$ cat src/rtl/glitch_pkg.sv
// Shared definitions for the glitch sweep sequencer: default widths and FSM states.
package glitch_pkg;

  localparam int GLITCH_W           = 32;
  localparam int GLITCH_SYNC_STAGES = 2;

  typedef enum logic [2:0] {
    IDLE      = 3'd0,
    WAIT_TRIG = 3'd1,
    FIRE      = 3'd2,
    COOL      = 3'd3,
    STEP      = 3'd4,
    DONE      = 3'd5
  } state_e;

endpackage

$ cat src/rtl/glitch_trig_sync.sv
// Trigger synchroniser plus registered rising-edge detector.
// 'prime' forgets the current level: a trigger that is already high must
// fall and rise again before 'rise' pulses.
module glitch_trig_sync #(
  parameter int SYNC_STAGES = 2
) (
  input  logic clk,
  input  logic rst_n,
  input  logic trig_async,
  input  logic prime,
  output logic rise
);

  logic [SYNC_STAGES-1:0] sync_q, sync_d;
  logic                   prev_q, prev_d;
  logic                   rise_q, rise_d;

  genvar gi;

  // Shift chain: stage 0 samples the pin, each later stage copies its predecessor.
  assign sync_d[0] = trig_async;
  generate
    for (gi = 1; gi < SYNC_STAGES; gi++) begin : g_sync
      assign sync_d[gi] = sync_q[gi-1];
    end
  endgenerate

  // Edge detect on the synchronised level; priming pretends the last level was high.
  always_comb begin
    prev_d = sync_q[SYNC_STAGES-1];
    rise_d = sync_q[SYNC_STAGES-1] & ~prev_q;
    if (prime) begin
      prev_d = 1'b1;
      rise_d = 1'b0;
    end
  end

  // State registers for the synchroniser and detector.
  always_ff @(posedge clk or negedge rst_n) begin
    if (!rst_n) begin
      sync_q <= '0;
      prev_q <= 1'b0;
      rise_q <= 1'b0;
    end else begin
      sync_q <= sync_d;
      prev_q <= prev_d;
      rise_q <= rise_d;
    end
  end

  assign rise = rise_q;

endmodule

$ cat src/rtl/glitch_sweep_ctrl.sv
// Glitch sweep sequencer: walks holdoff (outer) x pulse_width (inner) with
// a repeat count per point, arming the glitch generator once per attempt.
module glitch_sweep_ctrl
  import glitch_pkg::*;
#(
  parameter int W           = GLITCH_W,
  parameter int SYNC_STAGES = GLITCH_SYNC_STAGES
) (
  input  logic         clk,
  input  logic         rst_n,
  input  logic         start,
  input  logic         abort,
  input  logic         use_trigger,
  input  logic         trigger,
  input  logic [W-1:0] ho_start,
  input  logic [W-1:0] ho_end,
  input  logic [W-1:0] ho_step,
  input  logic [W-1:0] pw_start,
  input  logic [W-1:0] pw_end,
  input  logic [W-1:0] pw_step,
  input  logic [W-1:0] repeats,
  input  logic [W-1:0] cooldown,
  input  logic         glitch_rdy,
  output logic         armed,
  output logic [W-1:0] holdoff,
  output logic [W-1:0] pulse_width,
  output logic         busy,
  output logic         done,
  output logic         attempt_stb,
  output logic [W-1:0] attempt_cnt
);

  localparam logic [W-1:0] ONE   = {{(W-1){1'b0}}, 1'b1};
  localparam logic [W:0]   ONE_X = {{W{1'b0}}, 1'b1};

  state_e       state_q, state_d;
  logic [W-1:0] holdoff_q, holdoff_d;
  logic [W-1:0] pulse_width_q, pulse_width_d;
  logic [W-1:0] rep_q, rep_d;
  logic [W-1:0] attempt_cnt_q, attempt_cnt_d;
  logic [W-1:0] cool_cnt_q, cool_cnt_d;
  logic         armed_q, armed_d;
  logic         busy_q, busy_d;
  logic         done_q, done_d;
  logic         attempt_stb_q, attempt_stb_d;

  // Configuration snapshot taken at start; repeat/cooldown stored already clamped to >=1.
  logic         cfg_use_trig_q, cfg_use_trig_d;
  logic [W-1:0] cfg_ho_end_q, cfg_ho_end_d;
  logic [W-1:0] cfg_ho_step_q, cfg_ho_step_d;
  logic [W-1:0] cfg_pw_start_q, cfg_pw_start_d;
  logic [W-1:0] cfg_pw_end_q, cfg_pw_end_d;
  logic [W-1:0] cfg_pw_step_q, cfg_pw_step_d;
  logic [W-1:0] cfg_rep_tgt_q, cfg_rep_tgt_d;
  logic [W-1:0] cfg_cool_tgt_q, cfg_cool_tgt_d;

  logic [W:0]   ho_next, pw_next;
  logic         ho_exh, pw_exh, rep_more, cool_done;
  logic         prime, trig_rise;

  // Axis advance is done one bit wider so a carry marks the axis exhausted instead of wrapping.
  assign ho_next   = {1'b0, holdoff_q} + {1'b0, cfg_ho_step_q};
  assign pw_next   = {1'b0, pulse_width_q} + {1'b0, cfg_pw_step_q};
  assign ho_exh    = (cfg_ho_step_q == '0) || ho_next[W] || (ho_next[W-1:0] > cfg_ho_end_q);
  assign pw_exh    = (cfg_pw_step_q == '0) || pw_next[W] || (pw_next[W-1:0] > cfg_pw_end_q);
  assign rep_more  = ({1'b0, rep_q} + ONE_X) < {1'b0, cfg_rep_tgt_q};
  assign cool_done = cool_cnt_q >= (cfg_cool_tgt_q - ONE);

  glitch_trig_sync #(
    .SYNC_STAGES(SYNC_STAGES)
  ) u_trig_sync (
    .clk       (clk),
    .rst_n     (rst_n),
    .trig_async(trigger),
    .prime     (prime),
    .rise      (trig_rise)
  );

  // Next-state, counter and registered-output logic for the sweep FSM.
  always_comb begin
    state_d        = state_q;
    holdoff_d      = holdoff_q;
    pulse_width_d  = pulse_width_q;
    rep_d          = rep_q;
    attempt_cnt_d  = attempt_cnt_q;
    cool_cnt_d     = cool_cnt_q;
    attempt_stb_d  = 1'b0;
    cfg_use_trig_d = cfg_use_trig_q;
    cfg_ho_end_d   = cfg_ho_end_q;
    cfg_ho_step_d  = cfg_ho_step_q;
    cfg_pw_start_d = cfg_pw_start_q;
    cfg_pw_end_d   = cfg_pw_end_q;
    cfg_pw_step_d  = cfg_pw_step_q;
    cfg_rep_tgt_d  = cfg_rep_tgt_q;
    cfg_cool_tgt_d = cfg_cool_tgt_q;

    case (state_q)
      IDLE: begin
        if (start && !abort) begin
          cfg_use_trig_d = use_trigger;
          cfg_ho_end_d   = ho_end;
          cfg_ho_step_d  = ho_step;
          cfg_pw_start_d = pw_start;
          cfg_pw_end_d   = pw_end;
          cfg_pw_step_d  = pw_step;
          cfg_rep_tgt_d  = (repeats == '0) ? ONE : repeats;
          cfg_cool_tgt_d = (cooldown == '0) ? ONE : cooldown;
          holdoff_d      = ho_start;
          pulse_width_d  = pw_start;
          rep_d          = '0;
          attempt_cnt_d  = '0;
          state_d        = WAIT_TRIG;
        end
      end
      WAIT_TRIG: begin
        if (!cfg_use_trig_q || trig_rise) state_d = FIRE;
      end
      FIRE: begin
        if (glitch_rdy) begin
          attempt_stb_d = 1'b1;
          attempt_cnt_d = attempt_cnt_q + ONE;
          cool_cnt_d    = '0;
          state_d       = COOL;
        end
      end
      COOL: begin
        // Leave only once the full cooldown has elapsed and the generator has dropped rdy.
        if (cool_done) begin
          if (!glitch_rdy) state_d = STEP;
        end else begin
          cool_cnt_d = cool_cnt_q + ONE;
        end
      end
      STEP: begin
        state_d = WAIT_TRIG;
        if (rep_more) begin
          rep_d = rep_q + ONE;
        end else begin
          rep_d = '0;
          if (!pw_exh) begin
            pulse_width_d = pw_next[W-1:0];
          end else begin
            pulse_width_d = cfg_pw_start_q;
            if (!ho_exh) holdoff_d = ho_next[W-1:0];
            else         state_d   = DONE;
          end
        end
      end
      DONE: begin
        state_d = IDLE;
      end
      default: begin
        state_d = IDLE;
      end
    endcase

    // Abort overrides everything outside IDLE; sweep position and count freeze as they were.
    if (abort && state_q != IDLE) begin
      state_d       = IDLE;
      holdoff_d     = holdoff_q;
      pulse_width_d = pulse_width_q;
      rep_d         = rep_q;
      attempt_cnt_d = attempt_cnt_q;
      cool_cnt_d    = cool_cnt_q;
      attempt_stb_d = 1'b0;
    end

    armed_d = (state_d == FIRE);
    busy_d  = (state_d != IDLE) && (state_d != DONE);
    done_d  = (state_d == DONE);
    prime   = (state_d == WAIT_TRIG) && (state_q != WAIT_TRIG);
  end

  // State, counter and configuration registers.
  always_ff @(posedge clk or negedge rst_n) begin
    if (!rst_n) begin
      state_q        <= IDLE;
      holdoff_q      <= '0;
      pulse_width_q  <= '0;
      rep_q          <= '0;
      attempt_cnt_q  <= '0;
      cool_cnt_q     <= '0;
      armed_q        <= 1'b0;
      busy_q         <= 1'b0;
      done_q         <= 1'b0;
      attempt_stb_q  <= 1'b0;
      cfg_use_trig_q <= 1'b0;
      cfg_ho_end_q   <= '0;
      cfg_ho_step_q  <= '0;
      cfg_pw_start_q <= '0;
      cfg_pw_end_q   <= '0;
      cfg_pw_step_q  <= '0;
      cfg_rep_tgt_q  <= '0;
      cfg_cool_tgt_q <= '0;
    end else begin
      state_q        <= state_d;
      holdoff_q      <= holdoff_d;
      pulse_width_q  <= pulse_width_d;
      rep_q          <= rep_d;
      attempt_cnt_q  <= attempt_cnt_d;
      cool_cnt_q     <= cool_cnt_d;
      armed_q        <= armed_d;
      busy_q         <= busy_d;
      done_q         <= done_d;
      attempt_stb_q  <= attempt_stb_d;
      cfg_use_trig_q <= cfg_use_trig_d;
      cfg_ho_end_q   <= cfg_ho_end_d;
      cfg_ho_step_q  <= cfg_ho_step_d;
      cfg_pw_start_q <= cfg_pw_start_d;
      cfg_pw_end_q   <= cfg_pw_end_d;
      cfg_pw_step_q  <= cfg_pw_step_d;
      cfg_rep_tgt_q  <= cfg_rep_tgt_d;
      cfg_cool_tgt_q <= cfg_cool_tgt_d;
    end
  end

  assign armed       = armed_q;
  assign holdoff     = holdoff_q;
  assign pulse_width = pulse_width_q;
  assign busy        = busy_q;
  assign done        = done_q;
  assign attempt_stb = attempt_stb_q;
  assign attempt_cnt = attempt_cnt_q;

endmodule

$ cat config.mk
export PLATFORM = sky130hd
export DESIGN_NAME = glitch_sweep_ctrl
export DESIGN_NICKNAME = d
export VERILOG_FILES = /design/src/rtl/glitch_pkg.sv /design/src/rtl/glitch_trig_sync.sv /design/src/rtl/glitch_sweep_ctrl.sv
export SDC_FILE = /design/constraint.sdc
export NUM_CORES = 1
export LEC_CHECK = 0
export ABC_CLOCK_PERIOD_IN_PS = 6350
export CAP_MARGIN = 40
export CELL_PAD_IN_SITES_DETAIL_PLACEMENT = 1
export CELL_PAD_IN_SITES_GLOBAL_PLACEMENT = 1
export CORE_MARGIN = 8
export CORE_UTILIZATION = 42
export DETAILED_ROUTE_END_ITERATION = 6
export PLACE_DENSITY_LB_ADDON = 0.1
export SYNTH_ARGS = -nofsm -noshare
export SYNTH_HDL_FRONTEND = slang
export SYNTH_SLANG_ARGS = --single-unit
$ cat constraint.sdc
create_clock -name clk -period 6.35 [get_ports clk]
set_clock_uncertainty 0.05 [all_clocks]
set_input_delay 1.5875 -clock clk [delete_from_list [all_inputs] [get_ports clk]]
set_output_delay 1.5875 -clock clk [all_outputs]
set_load 0.03 [all_outputs]
==> summary.txt <==
Synth
  • Synth Area per Inst: 8.725 um^2
  • Post-synth EDFFs: 0
  • Synth cell types: 79
  • Yosys warning total: 0
  • Top FF cell, synth: dfrtp_1
  • Syn Inst Count: 2780
  • Register bit total from synthesis: 396
  • Sequential cell area fraction in the yosys report: 0.4085
  • Cell area after synthesis: 0.02426 mm^2
  • Ys async rst share: 1.000
  • Net Count, Synth: 3240

Timing
  • Worst slew margin: 0.3569
  • WHS: around 0.3 ns
  • TNS Setup: 0 ns
  • Unrepaired setup endpoints after global routing: no
  • Final Hold Viols: 0
  • Final setup vio count: 0
  • Final Critical Period: 6.106 ns
  • Max-slew violation count: 0
  • Fin crit share: 0.9616
  • Fmax achieved: approximately 0.16 GHz
  • Worst slew pin tran: 0.9647 ns

Cells and area
  • Fin area: roughly 0.03 mm^2
  • Non-Filler Instances: about 3900
  • Sequential Area: roughly 0.0099 mm^2
  • Nets: between 3000 and 4000
  • Most common cell after layout, fill and taps aside: nand2_1
  • Share of cells above drive strength 1: 0.04703
  • Area growth from synthesis to layout: 25.10%
  • Fillers: 6659
  • Commonest cells after routing, fill and taps aside: nand2_1 (635), dfrtp_1 (396), clkdlybuf4s50_1 (361)
  • Multi-input logic area: 0.01330 mm^2

Die
  • Die Y: 256.3 um
  • Starting density of the core: 0.4228
  • Die width: 256.3 um
  • DIE AREA: 0.06570 mm^2
  • Ports: ~360
  • # rows: 88
  • Core Area: approximately 0.057 mm^2

Critical path
  • Reg2Reg Depth: 22
  • WS Path Type: flip-flop to flip-flop
  • Worst path required time: slightly below 7 ns
  • CP arrival: 6.58 ns
  • Crit-path max FO: 34
  • Slowest cell delay on critical path: 0.55 ns
  • CP Launch Type: flip-flop
  • Worst path slowest cell: a2111oi_1
  • Crit-path cells: ha_1 > a21oi_1 > nand2_1 > o31ai_1 > a31oi_1 > a41o_1 > a221o_1 > a22o_1 > a41o_1 > xor2_1 > ha_1 > a211o_1 > o211ai_1 > a21oi_1 > a2111oi_1 > o22ai_1 > o41ai_1 > nand4_1 > buf_6 > mux2i_1 > a211oi_1 > a21o_1
  • Critical Path End Type: flip-flop

Drt
  • Initial DRC Count: 1163
  • DRT antenna net count: 0
  • Routed Wire Length: 81880 um
  • Drt first pass iters: 4
  • Routed length per instance: 20.91 um
  • Via-to-Cell Ratio: between 5 and 6
  • Vias after detailed routing: 21510
  • Residual DRC: 0

Min path
  • Min-Delay Path Class: flip-flop to flip-flop
  • Hold path cells: 0

Global route
  • Largest net degree at the start of global routing: 204
  • Overall global routing resource usage: 0.2450
  • Grt ovf: 0
  • Vias in the first global route: roughly 23000
  • Global-route wire length before repair: 131600 um
  • Initial antenna violation count: 4

Clock tree
  • CTS tree: yes
  • Worst-path clk slew: 0.06 ns
  • Num CTS Buffers: 48
  • Clock Sink Count: 396
  • # Post-CTS Setup Buffers: 0
  • CTS Buffer Depth: 3
  • Worst-Skew Late Latency: 0.60 ns
  • Gates resized, CTS repair: 0
  • Hold-fix buffers, CTS: 0
  • CTS root buf: clkbuf_16
  • CTS H-tree lvls: 2

Pwr
  • PD cells: slightly below 600 mW/mm^2
  • Worst VDD drop: around 0.55 mV
  • Static Leakage: between 10 and 15 nW

Place
  • Dpl cell area: ~0.029 mm^2
  • Placer congestion estimate: 0.9144
  • DP Cell Count: 3828
  • Hpwl dp: roughly 63000 um
  • PortBufs: 362

Run status
  • Status: finished clean

Run
  • Number of max-cap violations: 0
[critical path, delay by kind of cell, from the launching register on]
kind | cells | cell delay [ns]
AOI/OAI and AO/OA | 15 | 3.77
xor gates and xnor gates | 1 | 0.23
adders and majority gates | 2 | 0.68
buffers and inverters | 1 | 0.33
DFF | 1 | 0.41
muxes | 1 | 0.18
and+or+nand+nor | 2 | 0.37
[per-layer routing]
| layer | vias up | GRT usage | routed length (um) |
|---|---|---|---|
| li1 | 10300 | - | - |
| met1 | 10580 | 0.3350 | 38000 |
| met2 | 488 | 0.3895 | 37180 |
| met3 | 140 | 0.04685 | 4278 |
| met4 | 2 | 0.07774 | 2413 |
| met5 | - | 0 | 11 |
[worst paths after layout]
kind,slack [ns],to,startpoint
hold / removal,0.30,u_trig_sync.sync_q[1],u_trig_sync.sync_q[0]
setup / recovery,0.24,pulse_width[8],pulse_width[11]
setup reg to reg,0.24,pulse_width[8],pulse_width[11]
hold reg to reg,0.30,u_trig_sync.sync_q[1],u_trig_sync.sync_q[0]
max in group asynchronous,3.90,cfg_ho_end_q[24],rst_n
min in group asynchronous,1.02,cfg_rep_tgt_q[27],rst_n
[flip-flops by register name (all words and copies together) (netlist names), 2 cells and up]
name	flops
attempt_cnt	32
cfg_cool_tgt_q	32
cfg_ho_end_q	32
cfg_ho_step_q	32
cfg_pw_end_q	32
cfg_pw_start_q	32
cfg_pw_step_q	32
cfg_rep_tgt_q	32
cool_cnt_q	32
holdoff	32
pulse_width	32
rep_q	32
state_q	3
u_trig_sync.sync_q	2
[synthesized netlist by cell type, drive strengths merged (3+ instances only)]
| cell type | n | area share |
|---|---|---|
| inv | 159 | 0.025 |
| nand4b | 3 | 0.0011 |
| mux2i | 79 | 0.033 |
| nand2b | 18 | 0.0046 |
| clkbuf | 85 | 0.013 |
| or3 | 22 | 0.0059 |
| nor3 | 28 | 0.0062 |
| buf | 20 | 0.0060 |
| or4 | 7 | 0.0025 |
| nor4b | 3 | 0.0011 |
| a21boi | 3 | 0.00093 |
| a2111oi | 4 | 0.0014 |
| and2 | 11 | 0.0028 |
| nand2 | 636 | 0.099 |
| mux2 | 15 | 0.0079 |
| xor2 | 67 | 0.024 |
| nand3 | 54 | 0.011 |
| a31oi | 18 | 0.0053 |
| ha | 195 | 0.10 |
| o21a | 9 | 0.0028 |
| o211ai | 16 | 0.0050 |
| a221o | 3 | 0.0012 |
| a31o | 3 | 0.0011 |
| o41ai | 4 | 0.0014 |
| and3 | 32 | 0.0083 |
| nor4 | 48 | 0.013 |
| o31ai | 14 | 0.0043 |
| xnor2 | 91 | 0.033 |
| nand4 | 56 | 0.015 |
| nor2b | 14 | 0.0036 |
| a21oi | 121 | 0.026 |
| a21o | 82 | 0.025 |
| o21bai | 6 | 0.0019 |
| o22ai | 5 | 0.0013 |
| a211oi | 35 | 0.011 |
| dfrtp | 396 | 0.41 |
| nor2 | 153 | 0.024 |
| or2 | 9 | 0.0023 |
| and4 | 11 | 0.0040 |
| o2111ai | 3 | 0.0011 |
| o21ai | 214 | 0.044 |
[where the power goes]
group | switching (mW) | internal, mW | total [mW]
registers | 0.887 | 3.51 | 4.39
logic | 6.23 | 4.23 | 10.5
clock network | 1.14 | 1.76 | 2.89
total | 8.25 | 9.49 | 17.7
[logic make-up after synthesis]
| group | share of synthesized area |
|---|---|
| and+or+nand+nor | 0.2059 |
| AOI/OAI and AO/OA | 0.1416 |
| DFF | 0.4085 |
| buffers and inverters | 0.04374 |
| adders and majority gates | 0.1027 |
| xor gates and xnor gates | 0.05705 |
| muxes | 0.04049 |
[through the flow]
step                      power [mW]  utilization  setup WS (ns)
after detailed placement       14.78       0.5003        0.07232
after global placement         14.27       0.4985         0.2824
after floorplan                11.35            -          1.216
after CTS                      17.81       0.5287        0.03663
after global routing           19.14       0.5289        0.02244
final                          17.75       0.5290         0.2436
[layout make-up]
class	count	share of cell area
diodes	3	0.0002474
clock buffers	66	0.04548
clock inverters	18	0.008370
inverters	159	0.01967
multi-input cells	2120	0.4383
flip-flops and latches	396	0.3266
well taps	765	0.03154
repair buffers	388	0.1298
No activity file was read; power rests on OpenSTA's default activity.
